--- config.mk ---
export PLATFORM = sky130hd
export DESIGN_NAME = store_trace_buffer_flat
export DESIGN_NICKNAME = d
export VERILOG_FILES = /design/src/rtl/store_trace_buffer_pkg.sv /design/src/rtl/store_trace_buffer_if.sv /design/src/rtl/store_trace_buffer_sync_fifo.sv /design/src/rtl/store_trace_buffer.sv /design/src/flat_wrapper.sv
export SDC_FILE = /design/constraint.sdc
export NUM_CORES = 1
export LEC_CHECK = 0
export ABC_AREA = 1
export BUFFER_PORTS_ARGS = -buffer_cell sky130_fd_sc_hd__buf_2
export CORE_UTILIZATION = 60
export CTS_CLUSTER_SIZE = 40
export DETAILED_ROUTE_END_ITERATION = 7
export PLACE_DENSITY_LB_ADDON = 0.3
export REMOVE_ABC_BUFFERS = 1
export SKIP_CTS_REPAIR_TIMING = 1
export SLEW_MARGIN = 0
export SYNTH_ARGS = -nofsm -noshare
export SYNTH_HDL_FRONTEND = slang
export SYNTH_SLANG_ARGS = --single-unit
--- constraint.sdc ---
create_clock -name clk -period 4.6 [get_ports clk]
set_input_delay 1.15 -clock clk [delete_from_list [all_inputs] [get_ports clk]]
set_output_delay 1.15 -clock clk [all_outputs]
set_load 0.01 [all_outputs]
--- src/rtl/store_trace_buffer_pkg.sv ---
// Shared widths and the trace entry layout for the store trace buffer and its bench.
package store_trace_buffer_pkg;

    localparam int unsigned ADR_W  = 32;
    localparam int unsigned DATA_W = 32;

    typedef struct packed {
        logic [ADR_W-1:0]  adr;
        logic [DATA_W-1:0] data;
    } trace_entry_t;

    localparam int unsigned ENTRY_W = $bits(trace_entry_t);

endpackage

--- src/rtl/store_trace_buffer_if.sv ---
// Core memory tap plus trace drain port; slave is the buffer, master is the core/consumer side.
interface store_trace_buffer_if
    import store_trace_buffer_pkg::*;
#(
    parameter int unsigned DEPTH = 8,
    parameter int unsigned CNT_W = 16
);
    localparam int unsigned LVL_W = $clog2(DEPTH) + 1;

    logic [ADR_W-1:0]  adr;
    logic [DATA_W-1:0] writedata;
    logic              memwrite;
    logic              out_valid;
    logic              out_ready;
    logic [ADR_W-1:0]  out_adr;
    logic [DATA_W-1:0] out_data;
    logic [LVL_W-1:0]  level;
    logic [CNT_W-1:0]  store_cnt;
    logic [CNT_W-1:0]  drop_cnt;
    logic              overflow;
    logic              halt;

    modport slave (
        input  adr, writedata, memwrite, out_ready,
        output out_valid, out_adr, out_data, level, store_cnt, drop_cnt, overflow, halt
    );

    modport master (
        output adr, writedata, memwrite, out_ready,
        input  out_valid, out_adr, out_data, level, store_cnt, drop_cnt, overflow, halt
    );

endinterface

--- src/rtl/store_trace_buffer_sync_fifo.sv ---
// Show-ahead synchronous FIFO; when empty the read port holds the last popped word.
module store_trace_buffer_sync_fifo #(
    parameter int unsigned DEPTH = 8,
    parameter int unsigned WIDTH = 64,
    localparam int unsigned PTR_W = $clog2(DEPTH),
    localparam int unsigned LVL_W = PTR_W + 1
) (
    input  logic             clk,
    input  logic             reset,
    input  logic             i_push,
    input  logic [WIDTH-1:0] i_wdata,
    input  logic             i_pop,
    output logic [WIDTH-1:0] o_rdata,
    output logic             o_full,
    output logic             o_empty,
    output logic [LVL_W-1:0] o_level
);

    logic [WIDTH-1:0] r_mem [DEPTH];
    logic [PTR_W-1:0] r_wr_ptr;
    logic [PTR_W-1:0] r_rd_ptr;
    logic [LVL_W-1:0] r_level;
    logic [WIDTH-1:0] r_last;
    logic [LVL_W-1:0] w_level_nxt;
    logic             w_push_ok;
    logic             w_pop_ok;

    assign o_full    = (r_level == LVL_W'(DEPTH));
    assign o_empty   = (r_level == '0);
    assign o_level   = r_level;
    assign w_pop_ok  = i_pop & ~o_empty;
    // A pop frees the slot this cycle, so a push into a full FIFO still lands.
    assign w_push_ok = i_push & (~o_full | w_pop_ok);
    assign o_rdata   = o_empty ? r_last : r_mem[r_rd_ptr];

    always_comb begin
        w_level_nxt = r_level;
        unique case ({w_push_ok, w_pop_ok})
            2'b10:   w_level_nxt = r_level + 1'b1;
            2'b01:   w_level_nxt = r_level - 1'b1;
            default: w_level_nxt = r_level;
        endcase
    end

    always_ff @(posedge clk or posedge reset) begin
        if (reset) begin
            r_wr_ptr <= '0;
            r_rd_ptr <= '0;
            r_level  <= '0;
            r_last   <= '0;
        end else begin
            r_level <= w_level_nxt;
            if (w_push_ok) r_wr_ptr <= r_wr_ptr + 1'b1;
            if (w_pop_ok) begin
                r_rd_ptr <= r_rd_ptr + 1'b1;
                r_last   <= r_mem[r_rd_ptr];
            end
        end
    end

    always_ff @(posedge clk) begin
        if (w_push_ok) r_mem[r_wr_ptr] <= i_wdata;
    end

endmodule

--- src/rtl/store_trace_buffer.sv ---
// Passive store tap: queues every core store as {adr, data}, counts drops, flags end-of-program.
module store_trace_buffer
    import store_trace_buffer_pkg::*;
#(
    parameter int unsigned     DEPTH    = 8,
    parameter logic [ADR_W-1:0] HALT_ADR = 32'h0000_004C,
    parameter int unsigned     CNT_W    = 16
) (
    input  logic                 clk,
    input  logic                 reset,
    store_trace_buffer_if.slave  bus
);

    localparam int unsigned LVL_W = $clog2(DEPTH) + 1;

    trace_entry_t     w_wr_entry;
    trace_entry_t     w_rd_entry;
    logic             w_push;
    logic             w_pop;
    logic             w_full;
    logic             w_empty;
    logic             w_accept;
    logic             w_drop;
    logic [LVL_W-1:0] w_level;
    logic [CNT_W-1:0] r_store_cnt;
    logic [CNT_W-1:0] r_drop_cnt;
    logic             r_overflow;
    logic             r_halt;

    assign w_wr_entry = '{adr: bus.adr, data: bus.writedata};
    assign w_push     = bus.memwrite & ~r_halt;
    assign w_pop      = bus.out_ready & ~w_empty;
    assign w_accept   = w_push & (~w_full | w_pop);
    assign w_drop     = w_push & w_full & ~w_pop;

    store_trace_buffer_sync_fifo #(
        .DEPTH (DEPTH),
        .WIDTH (ENTRY_W)
    ) u_fifo (
        .clk     (clk),
        .reset   (reset),
        .i_push  (w_push),
        .i_wdata (w_wr_entry),
        .i_pop   (w_pop),
        .o_rdata (w_rd_entry),
        .o_full  (w_full),
        .o_empty (w_empty),
        .o_level (w_level)
    );

    always_ff @(posedge clk or posedge reset) begin
        if (reset) begin
            r_store_cnt <= '0;
            r_drop_cnt  <= '0;
            r_overflow  <= 1'b0;
            r_halt      <= 1'b0;
        end else begin
            if (w_accept && (r_store_cnt != {CNT_W{1'b1}})) r_store_cnt <= r_store_cnt + 1'b1;
            if (w_drop && (r_drop_cnt != {CNT_W{1'b1}}))    r_drop_cnt  <= r_drop_cnt + 1'b1;
            if (w_drop)                                     r_overflow  <= 1'b1;
            // Matches fetches as well as data accesses.
            if (bus.adr == HALT_ADR)                        r_halt      <= 1'b1;
        end
    end

    assign bus.out_valid = ~w_empty;
    assign bus.out_adr   = w_rd_entry.adr;
    assign bus.out_data  = w_rd_entry.data;
    assign bus.level     = w_level;
    assign bus.store_cnt = r_store_cnt;
    assign bus.drop_cnt  = r_drop_cnt;
    assign bus.overflow  = r_overflow;
    assign bus.halt      = r_halt;

endmodule

--- src/flat_wrapper.sv ---
// flat-port wrapper written by rule: the top's interface ports become plain ports
module store_trace_buffer_flat import store_trace_buffer_pkg::*;
#(
    parameter int unsigned     DEPTH    = 8,
    parameter logic [ADR_W-1:0] HALT_ADR = 32'h0000_004C,
    parameter int unsigned     CNT_W    = 16
)
  (clk, reset, bus_adr, bus_writedata, bus_memwrite, bus_out_ready, bus_out_valid, bus_out_adr, bus_out_data, bus_level, bus_store_cnt, bus_drop_cnt, bus_overflow, bus_halt);
  store_trace_buffer_if #(.DEPTH(DEPTH), .CNT_W(CNT_W)) bus_i ();
  input  logic clk;
  input  logic reset;
  input wire logic [$bits(bus_i.adr)-1:0] bus_adr;
  input wire logic [$bits(bus_i.writedata)-1:0] bus_writedata;
  input wire logic [$bits(bus_i.memwrite)-1:0] bus_memwrite;
  input wire logic [$bits(bus_i.out_ready)-1:0] bus_out_ready;
  output wire logic [$bits(bus_i.out_valid)-1:0] bus_out_valid;
  output wire logic [$bits(bus_i.out_adr)-1:0] bus_out_adr;
  output wire logic [$bits(bus_i.out_data)-1:0] bus_out_data;
  output wire logic [$bits(bus_i.level)-1:0] bus_level;
  output wire logic [$bits(bus_i.store_cnt)-1:0] bus_store_cnt;
  output wire logic [$bits(bus_i.drop_cnt)-1:0] bus_drop_cnt;
  output wire logic [$bits(bus_i.overflow)-1:0] bus_overflow;
  output wire logic [$bits(bus_i.halt)-1:0] bus_halt;
  assign bus_i.adr = bus_adr;
  assign bus_i.writedata = bus_writedata;
  assign bus_i.memwrite = bus_memwrite;
  assign bus_i.out_ready = bus_out_ready;
  assign bus_out_valid = bus_i.out_valid;
  assign bus_out_adr = bus_i.out_adr;
  assign bus_out_data = bus_i.out_data;
  assign bus_level = bus_i.level;
  assign bus_store_cnt = bus_i.store_cnt;
  assign bus_drop_cnt = bus_i.drop_cnt;
  assign bus_overflow = bus_i.overflow;
  assign bus_halt = bus_i.halt;
  store_trace_buffer #(.DEPTH(DEPTH), .HALT_ADR(HALT_ADR), .CNT_W(CNT_W)) u_core (.clk(clk), .reset(reset), .bus(bus_i));
endmodule
==> flow_summary.yaml, run 1 <==
min_path:
  hold_start: "u_core.bus.halt"
  whs_endpoint: "u_core.bus.halt"
  hold_depth: 2
  min_path_type: "reg -> reg"
route:
  drtAntennaViolNets: 0
  via_per_inst: 5.88
  avgRoutedWirePerCell_um: 19.2
  vias: 16900
  dr.pass1.iters: 6
  drc: 0
  first_iter_violations: 1812
  routed_wirelength_mm: 55.4
global_route:
  first_global_vias: 16200
  gr-total-overflow: 0
  grt_max_degree: 258
  grtUsageTotal: 0.260
  antenna_found_initial: 6
  grt_pass1_wl_mm: 87.1
logic_synthesis:
  synth_largest_area_cell: "edfxtp_1"
  ys_types: 28
  synth_edf_count: 512
  avgSynthCellArea_um2: 11.6
  yosys-top-cells-count: "edfxtp_1, nor2_1, nand2_1"
  synth_top_area_share: 0.608
  seq_area_frac_synth: 0.715
  dominantRegCellSynth: "edfxtp_1"
  synth_area_leaders: "edfxtp_1, dfrtp_1, nor2_1, nand2_1, o21ai_0"
  synth_async_sr_flop_share: 0.174
  synth_mux_area_frac: 0
  synth_most_common_cell: "edfxtp_1"
  synth_xor_area_frac: 0.00762
  syn-cell-area_um2: 25300
  yosys_warnings: 0
  synth_seq_cells: 620
  synthSimpleGateAreaFrac: 0.125
  synthAdderAreaFrac: 0.00248
  netlist_instances: 2173
  synth_compound_area_frac: 0.118
  synth_top_family_by_area: "simple AND/OR/NAND/NOR gates"
worst_setup_path:
  r2r_setup_slack_ns: 2.14
  worstSetupPathType: "reg -> out"
  reg2reg_from: "u_core.bus.halt"
  slowest_delay_ns: 0.90
  cpMaxStageDelayCell: "dfrtp_4"
  crit_path_max_fanout: 116
  r2r-end: "u_core.u_fifo.r_mem[2][36]"
  cp_num_buf_inv: 2
  worstSetupStartpointType: "flop"
  arrival_ns: 2.97
  critPathCaptureType: "primary output"
  cpLargestDelayFamily: "flip-flops"
  critPathRequiredTime_ns: 3.45
  reg2reg_depth: 7
  crit_chain: "buf_12 > o21ai_0 > o211ai_1 > nand2_1 > o21ai_1 > buf_2"
clock_network:
  cts_tree: "done"
  clock_latency_ns: 0.61
  cts_buffer_depth: 3
  cts_max_level: 2
  cts_buffers: 59
  clock-sinks: 620
  clkSlewWorstSetupHoldPaths_ns: 0.06
  clock-root-buffer: "clkbuf_16"
sta:
  rsz0062_at_grt: "false"
  whs_ns: 0.475
  finalClockSkew_ns: 0.0203
  max_freq_ghz: 0.243
  report.final.setup_viol: 0
  max_slew_margin: 0.282
  worst_pin_slew_ns: 1.08
  drv_slew: 0
  finalHoldViolCount: 0
  min_period_over_period: 0.895
  min_period_ns: 4.12
placed_design:
  place_congestion: 0.852
  numPortBuffers: 170
  place_inst: 2770
  dp_hpwl_mm: 29.4
die:
  core_region_area_um2: 41200
  die_w_um: 207
  rows: 74
  die-height_um: 207
  start_util: 0.613
  dieArea_um2: 42900
  io_pins: 171
layout:
  stdcell_count: 2881
  synthToLayoutAreaGrowth_pct: 12.8
  nets: 2372
  drive_gt1_frac: 0.129
run_status:
  status: "completed"
flow_run:
  cap_violations: 0
power_and_ir_drop:
  ir_drop_v: 0.000545
  powerDensity_nw_per_um2: 587
  p_leak_nw: 10.2
## power by group
| group | total, W | internal [W] | switching, W |
|---|---|---|---|
| Clock | 0.00469 | 0.00268 | 0.00201 |
| Sequential | 0.00677 | 0.00641 | 0.000362 |
| Combinational | 0.00527 | 0.00178 | 0.00349 |
| Total | 0.0167 | 0.0109 | 0.00586 |
## registers in the layout, indices dropped and copies added (netlist names)
register                cells
u_core.bus.overflow         1
u_core.bus.drop_cnt        16
u_core.bus.halt             1
u_core.u_fifo.r_last       64
u_core.bus.store_cnt       16
u_core.u_fifo.r_mem       512
u_core.u_fifo.r_wr_ptr      3
u_core.u_fifo.r_rd_ptr      3
u_core.u_fifo.o_level       4
## worst max-delay path by stage
stage	from	to	depth (start not counted)
after global placement	u_core.u_fifo.r_rd_ptr[0]	bus_out_adr[20]	8
after CTS	u_core.u_fifo.r_rd_ptr[1]	bus_out_adr[5]	6
after global routing	u_core.u_fifo.r_rd_ptr[1]	bus_out_data[0]	6
after floorplan	u_core.u_fifo.r_rd_ptr[0]	bus_out_data[10]	5
after detailed placement	u_core.u_fifo.r_rd_ptr[1]	bus_out_data[0]	6
final	u_core.u_fifo.r_rd_ptr[1]	bus_out_adr[9]	6
## worst register-to-register path: stages (launching register included)
cell     delay, ns
dfrtp_1       0.37
inv_1         0.07
nand2_1       0.16
inv_1         0.09
nand2_1       0.13
or2_2         0.42
nor2_4        0.61
buf_12        0.31
## area by class of cell
cell class              instances  area [um2]
flip-flops and latches        620       18100
fillers                      2855       12700
multi-input cells            1377        6470
clock buffers                  78        1610
repair buffers                196        1220
well taps                     532         666
clock inverters                31         260
inverters                      45         183
diodes                          2        5.00
## layer usage
layer / GRT usage / part of all wire
met1: 0.359 / 0.42
met3: 0.0458 / 0.074
met5: 0 / 0.00094
met2: 0.423 / 0.48
met4: 0.0841 / 0.020
## cells in the final DEF, fill, tap and decap left out, types with 2 or more instances in the layout
master	n
nand2_1	333
o21ai_0	246
nand3_1	23
a21oi_1	2
clkinv_1	7
xor2_1	18
inv_6	4
nor3_1	8
ha_1	5
buf_12	14
o211ai_1	128
nor4_1	6
dfrtp_1	105
xnor2_1	4
nand4_1	10
or2_2	2
bufinv_16	4
clkbuf_1	15
nor2_1	421
clkbuf_8	2
buf_4	12
o21ai_1	158
nor2_4	8
edfxtp_1	512
buf_2	170
clkbuf_16	61
diode_2	2
clkinv_2	17
dfrtp_4	3
inv_1	41
## through the flow
| stage | setup TNS [ns] | setup WS, ns | power (W) | cell area [um2] | util |
|---|---|---|---|---|---|
| 6_report | 0 | 0.481 | 0.0167 | 28500 | 0.692 |
| 5_1_grt | 0 | 0.323 | 0.0177 | 28500 | 0.692 |
| 4_1_cts | 0 | 0.520 | 0.0168 | 28500 | 0.692 |
| 3_5_place_dp | 0 | 1.21 | 0.0121 | 26600 | 0.646 |
| 3_3_place_gp | 0 | 1.25 | 0.0119 | 26600 | 0.646 |
| 2_1_floorplan | -617.43 | -4.28 | 0.0103 | 24700 | - |
## kinds of logic (layout without fill, tap and decap cells)
kind of cell	count (synthesis)	after routing
adder cells (fa/ha/maj)	5	5
AO/OA/AOI/OAI	534	534
AND/OR/NAND/NOR	816	816
buffers and inverters	176	350
flip-flops	620	620
other	0	2
XOR/XNOR	22	22
(Power assumes the default switching activity.)
==> run 2, diff against run 1 <==
--- a/config.mk
+++ b/config.mk
@@ -7,7 +7,8 @@
 export LEC_CHECK = 0
 export ABC_AREA = 1
 export BUFFER_PORTS_ARGS = -buffer_cell sky130_fd_sc_hd__buf_2
-export CORE_UTILIZATION = 60
+export CAP_MARGIN = 30
+export CORE_UTILIZATION = 55
 export CTS_CLUSTER_SIZE = 40
 export DETAILED_ROUTE_END_ITERATION = 7
 export PLACE_DENSITY_LB_ADDON = 0.3
==> flow_summary.yaml, run 2 (synthesis results as in run 1) <==
worst_setup_path:
  arrival_ns: 2.95
  crit_path_max_fanout: 257
  worstSetupStartpointType: "flop"
  reg2reg_depth: 8
  critPathRequiredTime_ns: 3.45
  r2r_setup_slack_ns: 2.00
  r2r-end: "u_core.u_fifo.r_mem[5][27]"
  critPathLaunch: "u_core.u_fifo.r_rd_ptr[0]"
  worstSetupPathType: "reg -> out"
  reg2reg_from: "u_core.bus.halt"
  endpoint: "bus_out_data[24]"
  critPathCaptureType: "primary output"
layout:
  stdcell_count: 2951
  drive_gt1_frac: 0.134
  final_common_cell: "edfxtp_1"
  synthToLayoutAreaGrowth_pct: 13.7
  reg_top3: "u_core.u_fifo.r_mem (512), u_core.u_fifo.r_last (64)"
  regMostFlops: "u_core.u_fifo.r_mem"
  mostFrequentLayoutCells: "edfxtp_1, nor2_1, nand2_1, o21ai_0, buf_2"
  largest_register_ff_count: 512
  fillers: 3391
  nets: 2373
sta:
  max_slew_margin: 0.284
  min_period_ns: 4.10
  setup-tns-final_ns: 0
  drv_slew: 0
  finalClockSkew_ns: 0.0299
  worst_pin_slew_ns: 1.07
  report.final.setup_viol: 0
  rsz0062_at_grt: "false"
  finalHoldViolCount: 0
  min_period_over_period: 0.891
  max_freq_ghz: 0.244
power_and_ir_drop:
  ir_drop_v: 0.000390
  p_leak_nw: 10.3
  powerDensity_nw_per_um2: 592
route:
  vias: 17000
  dr.pass1.iters: 6
  first_iter_violations: 2085
  drtAntennaViolNets: 0
  routed_wirelength_mm: 55.8
  drc: 0
  via_per_inst: 5.76
  avgRoutedWirePerCell_um: 18.9
clock_network:
  clock-root-buffer: "clkbuf_16"
  cts_max_level: 2
  clkSlewWorstSetupHoldPaths_ns: 0.06
  cts_tree: "done"
  clock_latency_ns: 0.63
  clock-sinks: 620
  cts_buffers: 58
  cts_buffer_depth: 3
die:
  io_pins: 171
  die-height_um: 216
  die_w_um: 216
  start_util: 0.557
  dieArea_um2: 46800
  rows: 78
  core_region_area_um2: 45400
global_route:
  gr-total-overflow: 0
  grtUsageTotal: 0.238
  grt_max_degree: 258
  grt_pass1_wl_mm: 87.6
  first_global_vias: 16200
  antenna_found_initial: 2
min_path:
  min_path_type: "reg -> reg"
placed_design:
  dp_hpwl_mm: 31.4
  place_inst: 2840
  place_congestion: 0.853
  numPortBuffers: 170
run_status:
  status: "completed"
flow_run:
  cap_violations: 0
==> run 2: cell count changes in the layout (fill, tap and decap cells not counted) <==
| cell | before | now |
|---|---|---|
| clkbuf_1 | 15 | 7 |
| clkinv_2 | 17 | 19 |
| clkinv_1 | 7 | 6 |
| clkbuf_16 | 61 | 58 |
| buf_16 | 0 | 1 |
| clkinv_4 | 1 | 0 |
| clkinvlp_4 | 1 | 4 |
| buf_12 | 14 | 13 |
| clkinv_8 | 0 | 1 |
| clkbuf_8 | 2 | 5 |
| buf_4 | 12 | 14 |
| bufinv_16 | 4 | 9 |
| diode_2 | 2 | 1 |
==> run 2: layout make-up <==
class	count	area (um2)	area share
antenna	1	2.50	0.0000871
clock buffer	70	1550	0.0538
clock inverter	40	447	0.0155
inverter	45	183	0.00636
multi-input combinational	1377	6470	0.225
sequential	620	18100	0.629
tap	600	751	0.0261
timing repair buffer	198	1240	0.0433
==> run 2: critical path, cell delays in order (launching register included) <==
cell	delay, ns
dfrtp_4	0.45
buf_12	0.79
o21ai_0	0.28
o211ai_1	0.28
nand2_1	0.15
o21ai_1	0.15
buf_2	0.16
==> run 2: worst min path at each step <==
stage,startpoint,end,slack [ns],depth (start not counted)
final,u_core.u_fifo.r_last[9],u_core.u_fifo.r_last[9],0.48,2
after global routing,u_core.u_fifo.r_last[58],u_core.u_fifo.r_last[58],0.51,2
after CTS,u_core.u_fifo.r_last[15],u_core.u_fifo.r_last[15],0.49,2
after detailed placement,u_core.u_fifo.r_last[15],u_core.u_fifo.r_last[15],0.47,2
after global placement,u_core.bus.halt,u_core.bus.halt,0.46,2
after floorplan,u_core.u_fifo.r_last[10],u_core.u_fifo.r_last[10],0.45,2
==> run 2: layer usage <==
| layer | wire (um) | global-route usage |
|---|---|---|
| met1 | 24200 | 0.333 |
| met2 | 27000 | 0.392 |
| met3 | 3450 | 0.0307 |
| met4 | 1160 | 0.0739 |
| met5 | 8 | 0 |
==> run 2: through the flow <==
step	cell area, um2	hold slack, ns	worst slack [ns]	utilization	total power [W]
after floorplan	24700	0.453	-4.28	-	0.0103
final	28700	0.485	0.502	0.633	0.0170
after detailed placement	26700	0.473	1.17	0.589	0.0122
after CTS	28700	0.489	0.520	0.633	0.0171
after global routing	28700	0.510	0.310	0.633	0.0180
after global placement	26700	0.463	1.16	0.589	0.0120
==> run 2: where the power goes <==
part | switching, W | total, W | internal [W]
clock | 0.00205 | 0.00495 | 0.00290
sequential | 0.000273 | 0.00668 | 0.00641
combinational | 0.00361 | 0.00539 | 0.00178
total | 0.00593 | 0.0170 | 0.0111
